`config.mk`:
```
export PLATFORM = sky130hd
export DESIGN_NAME = multicycle_ctrl
export DESIGN_NICKNAME = d
export VERILOG_FILES = /design/src/rtl/multicycle_ctrl.sv
export SDC_FILE = /design/constraint.sdc
export NUM_CORES = 1
export LEC_CHECK = 0
export ABC_CLOCK_PERIOD_IN_PS = 3350
export CAP_MARGIN = 0
export CORE_ASPECT_RATIO = 1.25
export CORE_MARGIN = 2
export CORE_UTILIZATION = 44
export DETAILED_ROUTE_END_ITERATION = 8
export PLACE_DENSITY = 0.93
export SLEW_MARGIN = 10
export SYNTH_ARGS = -nofsm -noshare
export SYNTH_HDL_FRONTEND = slang
export SYNTH_SLANG_ARGS = --single-unit
```
`constraint.sdc`:
```
create_clock -name clk -period 3.35 [get_ports clk]
set_clock_uncertainty 0.1 [all_clocks]
set_input_delay 1.005 -clock clk [delete_from_list [all_inputs] [get_ports clk]]
set_output_delay 1.005 -clock clk [all_outputs]
set_load 0.01 [all_outputs]
```
`src/rtl/multicycle_ctrl.sv`:
```
// Multi-cycle control FSM for the RV32I-subset core.
// It steps the shared datapath through FETCH, DECODE, EXEC, MEM and WB.
// It drives the immediate-select, ALU and mux controls and every write strobe.
// It counts retired instructions and halts on an unsupported instruction.
// Control outputs are decoded from the state, the class captured in DECODE,
// instr, Zero and mem_ready, so strobes drop at once when rst_n falls.
module multicycle_ctrl #(
  parameter int CNT_W = 16
) (
  input  logic             clk,
  input  logic             rst_n,
  input  logic [31:0]      instr,
  input  logic             Zero,
  input  logic             mem_ready,
  output logic             IRWrite,
  output logic             PCWrite,
  output logic             PCsrc,
  output logic [1:0]       ImmSrc,
  output logic             ALUsrc,
  output logic [2:0]       ALUctrl,
  output logic             MemWrite,
  output logic             RegWrite,
  output logic             ResultSrc,
  output logic             illegal,
  output logic [CNT_W-1:0] retired
);

  typedef enum logic [2:0] {
    S_IDLE   = 3'd0,
    S_FETCH  = 3'd1,
    S_DECODE = 3'd2,
    S_EXEC   = 3'd3,
    S_MEM    = 3'd4,
    S_WB     = 3'd5,
    S_HALT   = 3'd6
  } state_t;

  typedef enum logic [2:0] {
    C_NONE  = 3'd0,
    C_ALUI  = 3'd1,
    C_ALUR  = 3'd2,
    C_LOAD  = 3'd3,
    C_STORE = 3'd4,
    C_BR    = 3'd5
  } iclass_t;

  state_t            state_r;
  iclass_t           class_r;
  iclass_t           decode_s;
  logic              illegal_r;
  logic [CNT_W-1:0]  retired_r;
  logic              unused_s;

  // The register-number fields are consumed by the datapath, not by this block.
  assign unused_s = ^{instr[24:15], instr[11:7]};

  // Map an instruction word onto one of the supported classes (C_NONE if unsupported).
  function automatic iclass_t classify(input logic [31:0] ins);
    iclass_t c;
    c = C_NONE;
    case (ins[6:0])
      7'b0010011: if (ins[14:12] == 3'b000) c = C_ALUI; else c = C_NONE;
      7'b0110011: begin
        if ((ins[14:12] == 3'b000) &&
            ((ins[31:25] == 7'b0000000) || (ins[31:25] == 7'b0100000))) c = C_ALUR;
        else c = C_NONE;
      end
      7'b0000011: if (ins[14:12] == 3'b010) c = C_LOAD; else c = C_NONE;
      7'b0100011: if (ins[14:12] == 3'b010) c = C_STORE; else c = C_NONE;
      7'b1100011: begin
        if ((ins[14:12] == 3'b000) || (ins[14:12] == 3'b001)) c = C_BR;
        else c = C_NONE;
      end
      default: c = C_NONE;
    endcase
    return c;
  endfunction

  assign decode_s = classify(instr);
  assign illegal  = illegal_r;
  assign retired  = retired_r;

  // Decode the per-cycle datapath controls from state, class, instr, Zero and mem_ready.
  always_comb begin
    IRWrite   = 1'b0;
    PCWrite   = 1'b0;
    PCsrc     = 1'b0;
    ImmSrc    = 2'b00;
    ALUsrc    = 1'b0;
    ALUctrl   = 3'b000;
    MemWrite  = 1'b0;
    RegWrite  = 1'b0;
    ResultSrc = 1'b0;
    case (state_r)
      S_FETCH: begin
        if (mem_ready) IRWrite = 1'b1;
        else IRWrite = 1'b0;
      end
      S_EXEC: begin
        case (class_r)
          C_BR: begin
            ALUctrl = 3'b001;
            ImmSrc  = 2'b01;
            PCWrite = 1'b1;
            // funct3[0] distinguishes bne from beq
            if (instr[12]) PCsrc = ~Zero;
            else PCsrc = Zero;
          end
          C_ALUI: ALUsrc = 1'b1;
          C_ALUR: begin
            if (instr[30]) ALUctrl = 3'b001;
            else ALUctrl = 3'b000;
          end
          C_LOAD:  ALUsrc = 1'b1;
          C_STORE: begin
            ALUsrc = 1'b1;
            ImmSrc = 2'b10;
          end
          default: ALUsrc = 1'b0;
        endcase
      end
      S_MEM: begin
        // keep the address computation stable while memory is busy
        ALUsrc = 1'b1;
        if (class_r == C_STORE) ImmSrc = 2'b10;
        else ImmSrc = 2'b00;
        if (mem_ready && (class_r == C_STORE)) begin
          MemWrite = 1'b1;
          PCWrite  = 1'b1;
        end else begin
          MemWrite = 1'b0;
          PCWrite  = 1'b0;
        end
      end
      S_WB: begin
        RegWrite = 1'b1;
        PCWrite  = 1'b1;
        if (class_r == C_LOAD) ResultSrc = 1'b1;
        else ResultSrc = 1'b0;
      end
      default: IRWrite = 1'b0;
    endcase
  end

  // Advance the FSM, capture the decoded class, track illegal and count retirements.
  always_ff @(posedge clk or negedge rst_n) begin
    if (!rst_n) begin
      state_r   <= S_IDLE;
      class_r   <= C_NONE;
      illegal_r <= 1'b0;
      retired_r <= '0;
    end else begin
      if (PCWrite) retired_r <= retired_r + CNT_W'(1);
      else retired_r <= retired_r;
      case (state_r)
        S_IDLE:  state_r <= S_FETCH;
        S_FETCH: begin
          if (mem_ready) state_r <= S_DECODE;
          else state_r <= S_FETCH;
        end
        S_DECODE: begin
          class_r <= decode_s;
          if (decode_s == C_NONE) begin
            state_r   <= S_HALT;
            illegal_r <= 1'b1;
          end else begin
            state_r <= S_EXEC;
          end
        end
        S_EXEC: begin
          case (class_r)
            C_BR:            state_r <= S_FETCH;
            C_ALUI, C_ALUR:  state_r <= S_WB;
            C_LOAD, C_STORE: state_r <= S_MEM;
            default: begin
              state_r   <= S_HALT;
              illegal_r <= 1'b1;
            end
          endcase
        end
        S_MEM: begin
          if (!mem_ready) state_r <= S_MEM;
          else if (class_r == C_LOAD) state_r <= S_WB;
          else state_r <= S_FETCH;
        end
        S_WB:   state_r <= S_FETCH;
        S_HALT: state_r <= S_HALT;
        default: begin
          state_r   <= S_HALT;
          illegal_r <= 1'b1;
        end
      endcase
    end
  end

endmodule

```
### Word level (Yosys, flattened, before mapping)

Index checks and enable logic that the tools add are counted.

| cells by class | value |
|---|---|
| $add $sub $neg | 1 |
| $mul | 0 |
| div/mod/pow operators | 0 |
| order comparisons | 0 |
| equal/unequal tests | 21 |
| shift-type cells | 0 |
| multiplexer cells | 35 |
| bitwise gates (word level) | 2 |
| reduce and logical (&&, ||, !) cells | 15 |

Operators by type and width:

| kind | number |
|---|---|
| case mux 3 bit (5 select lines) | 2 |
| == test 7 x 6 -> 1 bit, second input constant | 3 |
| two-way mux 1 bit | 17 |
| adder 16 x 1 -> 16 bit, second input constant | 1 |
| == test 3 x 2 -> 1 bit, second input constant | 5 |
| == test 3 bit, second input constant | 5 |
| two-way mux 3 bit | 5 |
| OR reduction 5 bit | 2 |
| == test 3 x 1 -> 1 bit, second input constant | 3 |
| logical NOT 3 bit | 3 |
| case mux 3 bit (3 select lines) | 1 |
| two-way mux 2 bit | 4 |
| case mux 2 bit (2 select lines) | 2 |
| == test 7 x 2 -> 1 bit, second input constant | 1 |
| == test 7 x 5 -> 1 bit, second input constant | 1 |
| == test 7 bit, second input constant | 1 |
| logical NOT 7 bit | 1 |
| case mux 1 bit (3 select lines) | 2 |
| OR reduction 2 bit | 3 |
| inequality test 2 bit, second input constant | 2 |
| case mux 1 bit (2 select lines) | 2 |
| AND reduction 3 bit | 1 |
| OR reduction 3 bit | 1 |
| logical AND 1 bit | 2 |
| other kinds (2) | 4 |

| word-level totals | value |
|---|---|
| flip-flop bits (word level) | 23 |
| latch bits | 0 |
| memory bits (writable) | 0 |
| ROM bits | 0 |
| input port bits | 36 |
| output and inout bits | 29 |
| word-level logic and storage cells | 78 |
| memories kept | 0 |

### Depth between registers and ports, before layout

Gate-level depths: netlist of run 1.

| logic depth | value |
|---|---|
| word-level depth | 8 |
| depth in mapped cells | 7 |
| mapped depth without buffers | 5 |

### Least setup slack after synthesis of run 1

Ideal clock, no wire load.

| path | value |
|---|---|
| path type | input -> output |
| from | input port mem_ready |
| to | output port PCWrite |
| data arrival time | 1.599 ns |
| required time | 2.245 ns |
| path slack | 0.646 ns |
| cell stages on the path | 4 |
| buffers on the path | 1 |
| cell sequence | nand4bb_4 > a21oi_4 > or2_2 > buf_2 |

| on the way | value |
|---|---|
| longest elaborated chain between the ends | 3 |

Ends and longest elaborated chain:

| what | RTL line | RTL |
|---|---|---|
| start: declaration | 14 | `input logic mem_ready,` |
| logical AND 1 bit | 127 | `if (mem_ready && (class_r == C_STORE)) begin` |
| two-way mux 1 bit | 127 |  |
| case mux 1 bit (3 select lines) | 94 | `case (state_r)` |
| end: declaration | 16 | `output logic PCWrite,` |

Every way passes these cells.

### Worst setup path after layout of run 1

Same ends and word-level chain as after synthesis.

==> impl_metrics.ini, run 1 <==
[power]
power_uw = 960
power_density_mw_per_mm2 = 485
leakagePower_uw = 0.000884
peakVddDrop_mv = 0.393

[yosys]
synth_most_common_cell = dfrtp_1
yosysWarnings = 0
synth_area_leaders = dfrtp_1 (40%), xor2_1 (6.1%), xnor2_1 (4.3%)
syn_area_mm2 = 0.00143
ys.flop_type = dfrtp_1
synth_top_cell_by_area = dfrtp_1
synth_edf_count = 0
synth_area_per_cell_um2 = 9.90
synth_top_area_share_pct = 40.4
yosys_register_bits = 23
synth_cells = 144
synth.distinct_cells = 43
synth_async_sr_flop_share_pct = 100
yosysSeqAreaShare_pct = 40.4
ys_top_cells_by_count = dfrtp_1 (23), nand2_1 (10), nor3_1 (10), xor2_1 (10)

[setup_path]
cpMostUsedCell = dlygate4sd2_1
worstPathMaxFanout = 2
crit_slowest_cell = or2_2
r2r_slack_ns = 1.41
crit_buf_inv = 2
worstSetupPathType = in2out
crit_chain = dlygate4sd2_1 -> nand4bb_4 -> a21oi_4 -> or2_2 -> dlygate4sd2_1
slowest_delay_ns = 0.29
critPathCaptureType = output port
crit_arrival_ns = 2.03
worstPathRequired_ns = 2.24
crit_path_start_kind = primary input
path_delay_family = buffers and inverters

[timing]
grt_setup_unrepaired = no
finalHoldViolations = 0
max_freq_mhz = 319
tns_ns = 0
setup_viol = 0
finalCritPeriodShare_pct = 93.6
fin_crit_ns = 3.14
slew_viol_final = 0

[routing]
viasPerCell = 5.20
antenna_left = 0
drtIter0Drc = 30
drc = 0
num_vias = 1197
routed_wire_length_per_instance_um = 13.7
wirelength_mm = 3.15
firstDrtPassIters = 4

[floorplan]
core_mm2 = 0.00317
die_w_um = 54.9
start_util_pct = 45.0
die_area_mm2 = 0.00371
rows = 23
pin_count = 65
fp.dieH_um = 67.6

[finish]
nNetsFinal = 231
fillers = 275
area_delta_synth_final_pct = 38.9
multi_input_area_um2 = 778
num_antenna_cells = 0
drive_above_1_share_pct = 13.0
seqCellArea_um2 = 576

[placed_design]
dp_hpwl_mm = 2.46
gp_congestion = 0.731
io_buffers = 47

[clock_tree]
htree_num_levels = 1
root_buffer = clkbuf_8
clock-sinks = 23
clk_latency_ns = 0.26
tritoncts = built
cts_hold_buf = 0
clkTransAtPathRegs_ns = 0.07
clock_path_buffers = 2
cts_made_buffers = 3

[global_route]
antenna_found_initial = 0
track_usage_pct = 18.6
grt_pass1_vias = 1149
grt_pass1_wl_mm = 5.11
grt_max_degree = 24
grt_overflow_total = 0

[run]
drv_cap = 0

[status]
status = complete, no violations

[worst_hold_path]
hp-class = reg2reg
==> path summary, 6_finish.rpt <==
kind / start / end / depth (start not counted)
worst min-delay path: illegal / illegal / 1
min in group asynchronous: rst_n / retired[5] / 2
worst max register to register: class_r[1] / retired[12] / 6
worst min register to register: illegal / illegal / 1
max in group asynchronous: rst_n / retired[13] / 2
worst max-delay path: mem_ready / PCWrite / 5
==> worst reg2reg max path: cells and delay by family (launching register included) <==
family | cells | cell delay, ns
AND/OR/NAND/NOR | 2 | 0.58
buffers and inverters | 1 | 0.15
flip-flops | 1 | 0.49
AO/OA/AOI/OAI | 2 | 0.38
XOR/XNOR | 1 | 0.17
==> metrics by stage <==
| step | setup WS [ns] | std cells | hold WS (ns) | cell area [µm²] | utilization (%) |
|---|---|---|---|---|---|
| after global placement | -0.280 | 226 | 0.345 | 1940 | 61.2 |
| final | 0.213 | 230 | 0.368 | 1980 | 62.5 |
| after detailed placement | -0.266 | 226 | 0.364 | 1940 | 61.2 |
| after global routing | 0.163 | 230 | 0.392 | 1980 | 62.5 |
| after floorplan | 0.646 | 145 | 0.393 | 1430 | - |
| after CTS | 0.0162 | 230 | 0.378 | 1980 | 62.5 |
==> flip-flops by register name (all words and copies together), names as in the netlist <==
register	count
retired	16
class_r	3
illegal	1
state_r	3
==> power breakdown <==
part / internal (µW) / switching (µW)
combinational: 202 / 163
clock: 84.7 / 78.9
sequential: 327 / 104
==> cell families (layout without fill, tap and decap cells) <==
logic type / count (synthesis) / after routing / synth area share [%]
buf+inv: 16 / 64 / 5.27
simple gates: 59 / 59 / 27.7
flops: 23 / 23 / 40.4
other cells: 1 / 2 / 0.263
xor+xnor: 17 / 17 / 10.4
mux: 1 / 1 / 0.790
compound gates: 26 / 26 / 14.2
fa+ha+maj: 1 / 1 / 0.878
==> final cells by class <==
class,count,area share (%)
well taps,37,2.34
repair buffers,52,25.5
multi-input cells,106,39.3
flip-flops and latches,23,29.1
inverters,8,1.52
clock buffers,4,2.28
==> what timing repair did <==
item	4_1_cts	5_1_grt
endpoints found under the setup margin	4	1
setup buffers	0	0
resized for setup	5	1
==> placed cells by master (no fill, tap or decap), types with 2 or more instances in the layout <==
master           netlist  final
xnor2_1                7      7
nand2_1               10     10
xor2_1                10     10
dfrtp_1               23     23
or2_2                  2      2
nand4_1                3      3
nor4_2                 2      2
and3_1                 3      3
a21oi_1                5      5
o22ai_1                2      2
a21o_1                 4      4
nand3_1                6      6
buf_4                  2      5
nor3_2                 3      3
conb_1                 1      2
clkbuf_8               0      3
nor2b_1                2      2
dlygate4sd2_1          0      5
inv_1                  7      7
nor2_1                 7      7
o21ai_0                6      6
nor4b_1                2      2
nand3b_4               2      2
clkdlybuf4s50_1        0     41
nor3_1                10     10
==> metal layers <==
metal / track usage, % / vias up / share of wire, %
met5: 0 / - / 0
met4: 4.57 / 0 / 1.3
met3: 3.32 / 4 / 4.3
met2: 32.9 / 33 / 53
met1: 22.8 / 558 / 42
li1: - / 602 / -
No activity file was read; power rests on OpenSTA's default activity.
==> run 2, diff against run 1 <==
Settings changed: ABC_CLOCK_PERIOD_IN_PS 3350 to 3800, CTS_CLUSTER_SIZE set to 30.
Clock period 3.35 ns to 3.8 ns, I/O delays scaled along.
==> run 2 against run 1 <==
Net effect: critical path depth down 1; worst setup slack got worse by 0.070 ns; power decreased by 11%; sequential share of layout area up 0.055 points; routed wire length is 1.8% lower; sequential power down 12%; register-to-register slack better by 0.52 ns; worst hold slack better by 0.0089 ns; combinational power shrank 11%; critical path type unchanged; largest power group unchanged.
==> impl_metrics.ini, run 2 (synthesis gave the netlist of run 1 again) <==
[status]
status = complete, no violations

[placed_design]
dp_hpwl_mm = 2.44
postPlaceCellArea_mm2 = 0.00193
io_buffers = 47
gp_congestion = 0.729

[run]
drv_cap = 0

[power]
comb_power_share_pct = 38.2
switching_power_uw = 308
power_uw = 850
p_seq_share_pct = 44.8
leakagePower_uw = 0.000844
p_sw_share_pct = 36.3
power_density_mw_per_mm2 = 430
internal_power_uw = 542
pwr-share-clk_pct = 17.0
peakVddDrop_mv = 0.487

[timing]
setup_viol = 0
tns_ns = 0
whs_ns = 0.377
max_freq_mhz = 273
finalHoldViolations = 0
grt_setup_unrepaired = no
finalCritPeriodShare_pct = 96.3
fin_crit_ns = 3.66
slew_headroom_pct = 34.7
slew_viol_final = 0
worstMarginPinSlew_ns = 0.977

[global_route]
grt_overflow_total = 0
antenna_found_initial = 0
track_usage_pct = 18.4
grt_pass1_wl_mm = 5.22
grt_max_degree = 24
grt_pass1_vias = 1204

[setup_path]
slowest_delay_ns = 0.57
worstSetupPathType = in2out
worstPathMaxFanout = 2
setup.worst_path.start = instr[12]
crit_path_start_kind = primary input
crit_slowest_cell = clkdlybuf4s50_1
crit_buf_inv = 2
r2r-end = retired[12]
worstPathRequired_ns = 2.56
path_depth = 4
critPathCapture = PCsrc
timing.rr.start = class_r[1]
crit_chain = clkdlybuf4s50_1 -> xnor2_1 -> nor3_1 -> clkdlybuf4s50_1
cpMostUsedCell = clkdlybuf4s50_1
reg2reg_depth = 6
critPathCaptureType = output port
r2r_slack_ns = 1.93
crit_arrival_ns = 2.42
path_delay_family = buffers and inverters

[routing]
drc = 0
wirelength_mm = 3.10
antenna_left = 0
viasPerCell = 5.28
routed_wire_length_per_instance_um = 13.5
num_vias = 1209
firstDrtPassIters = 4
drtIter0Drc = 22

[clock_tree]
clkTransAtPathRegs_ns = 0.08
clock_path_buffers = 2
root_buffer = clkbuf_8
cts_made_buffers = 3
tritoncts = built
clk_latency_ns = 0.25
clock-sinks = 23
htree_num_levels = 1
cts_setup_buffers = 0

[floorplan]
core_mm2 = 0.00317
rows = 23
pin_count = 65
fp.dieH_um = 67.6
die_area_mm2 = 0.00371
die_w_um = 54.9
start_util_pct = 45.0

[finish]
num_antenna_cells = 0
drive_above_1_share_pct = 13.0
final_cell_mix = clkdlybuf4s50_1 (46), dfrtp_1 (23), nor3_1 (10), nand2_1 (10), xor2_1 (10)
final_common_cell = clkdlybuf4s50_1
fillers = 270
area_delta_synth_final_pct = 38.6
final_cell_area_mm2 = 0.00198
nNetsFinal = 230
largest_register_ffs = 16

[worst_hold_path]
min-delay-start = retired[15]
hp-class = reg2reg
[run 2: changes by cell type in the layout (fill, tap and decap cells not counted)]
cell and delta:
clkdlybuf4s50_1 +5, clkinv_2 +1, buf_4 -1, dlymetal6s2s_1 -1, clkbuf_1 -1, dlygate4sd2_1 -4
[run 2: worst reg2reg max path, delay by kind of cell (launching register included)]
kind,cells,cell delay (ns)
xor gates and xnor gates,1,0.16
and+or+nand+nor,2,0.53
DFF,1,0.49
AOI/OAI and AO/OA,2,0.37
buffers and inverters,1,0.14
[run 2: per-layer routing]
metal / share of wire [%] / up-vias / GRT usage, %
li1: - / 599 / -
met1: 42 / 583 / 23.0
met2: 54 / 23 / 33.0
met3: 2.9 / 4 / 1.55
met4: 1.0 / 0 / 5.18
met5: 0 / - / 0
[run 2: what timing repair did]
item                                    4_1_cts  5_1_grt
resized for setup                             1        0
endpoints found under the setup margin        1        0
hold buffers                                  0        0
[run 2: area by class of cell]
type,count,area (µm²),share of cell area [%]
Multi-Input combinational cell,106,778,39.4
Inverter,8,30.0,1.52
Tap cell,37,46.3,2.34
Timing Repair Buffer,51,499,25.3
Clock inverter,1,5.00,0.253
Clock buffer,3,41.3,2.09
Sequential cell,23,576,29.1
[run 2: power groups by stage]
stage	Clock (µW)	Sequential, µW	Combinational, µW
after floorplan	0	353	213
after global placement	0	381	318
after detailed placement	0	384	329
after CTS	149	380	329
after global routing	157	392	356
final	144	381	325
[run 2: through the flow]
step                instances  worst slack [ns]  utilization (%)
global placement          225           -0.0996             61.0
floorplan                 145             0.826                -
global route              229            0.0726             62.4
CTS                       229             0.134             62.4
detailed placement        225            -0.105             61.0
finish                    229             0.142             62.4
[run 2: how the worst min path moves through the flow]
stage	to	slack (ns)	cells after the start
6_report	retired[15]	0.38	1
5_1_grt	illegal	0.39	1
4_1_cts	retired[15]	0.38	1
3_5_place_dp	retired[15]	0.37	1
3_3_place_gp	illegal	0.34	1
2_1_floorplan	illegal	0.39	1
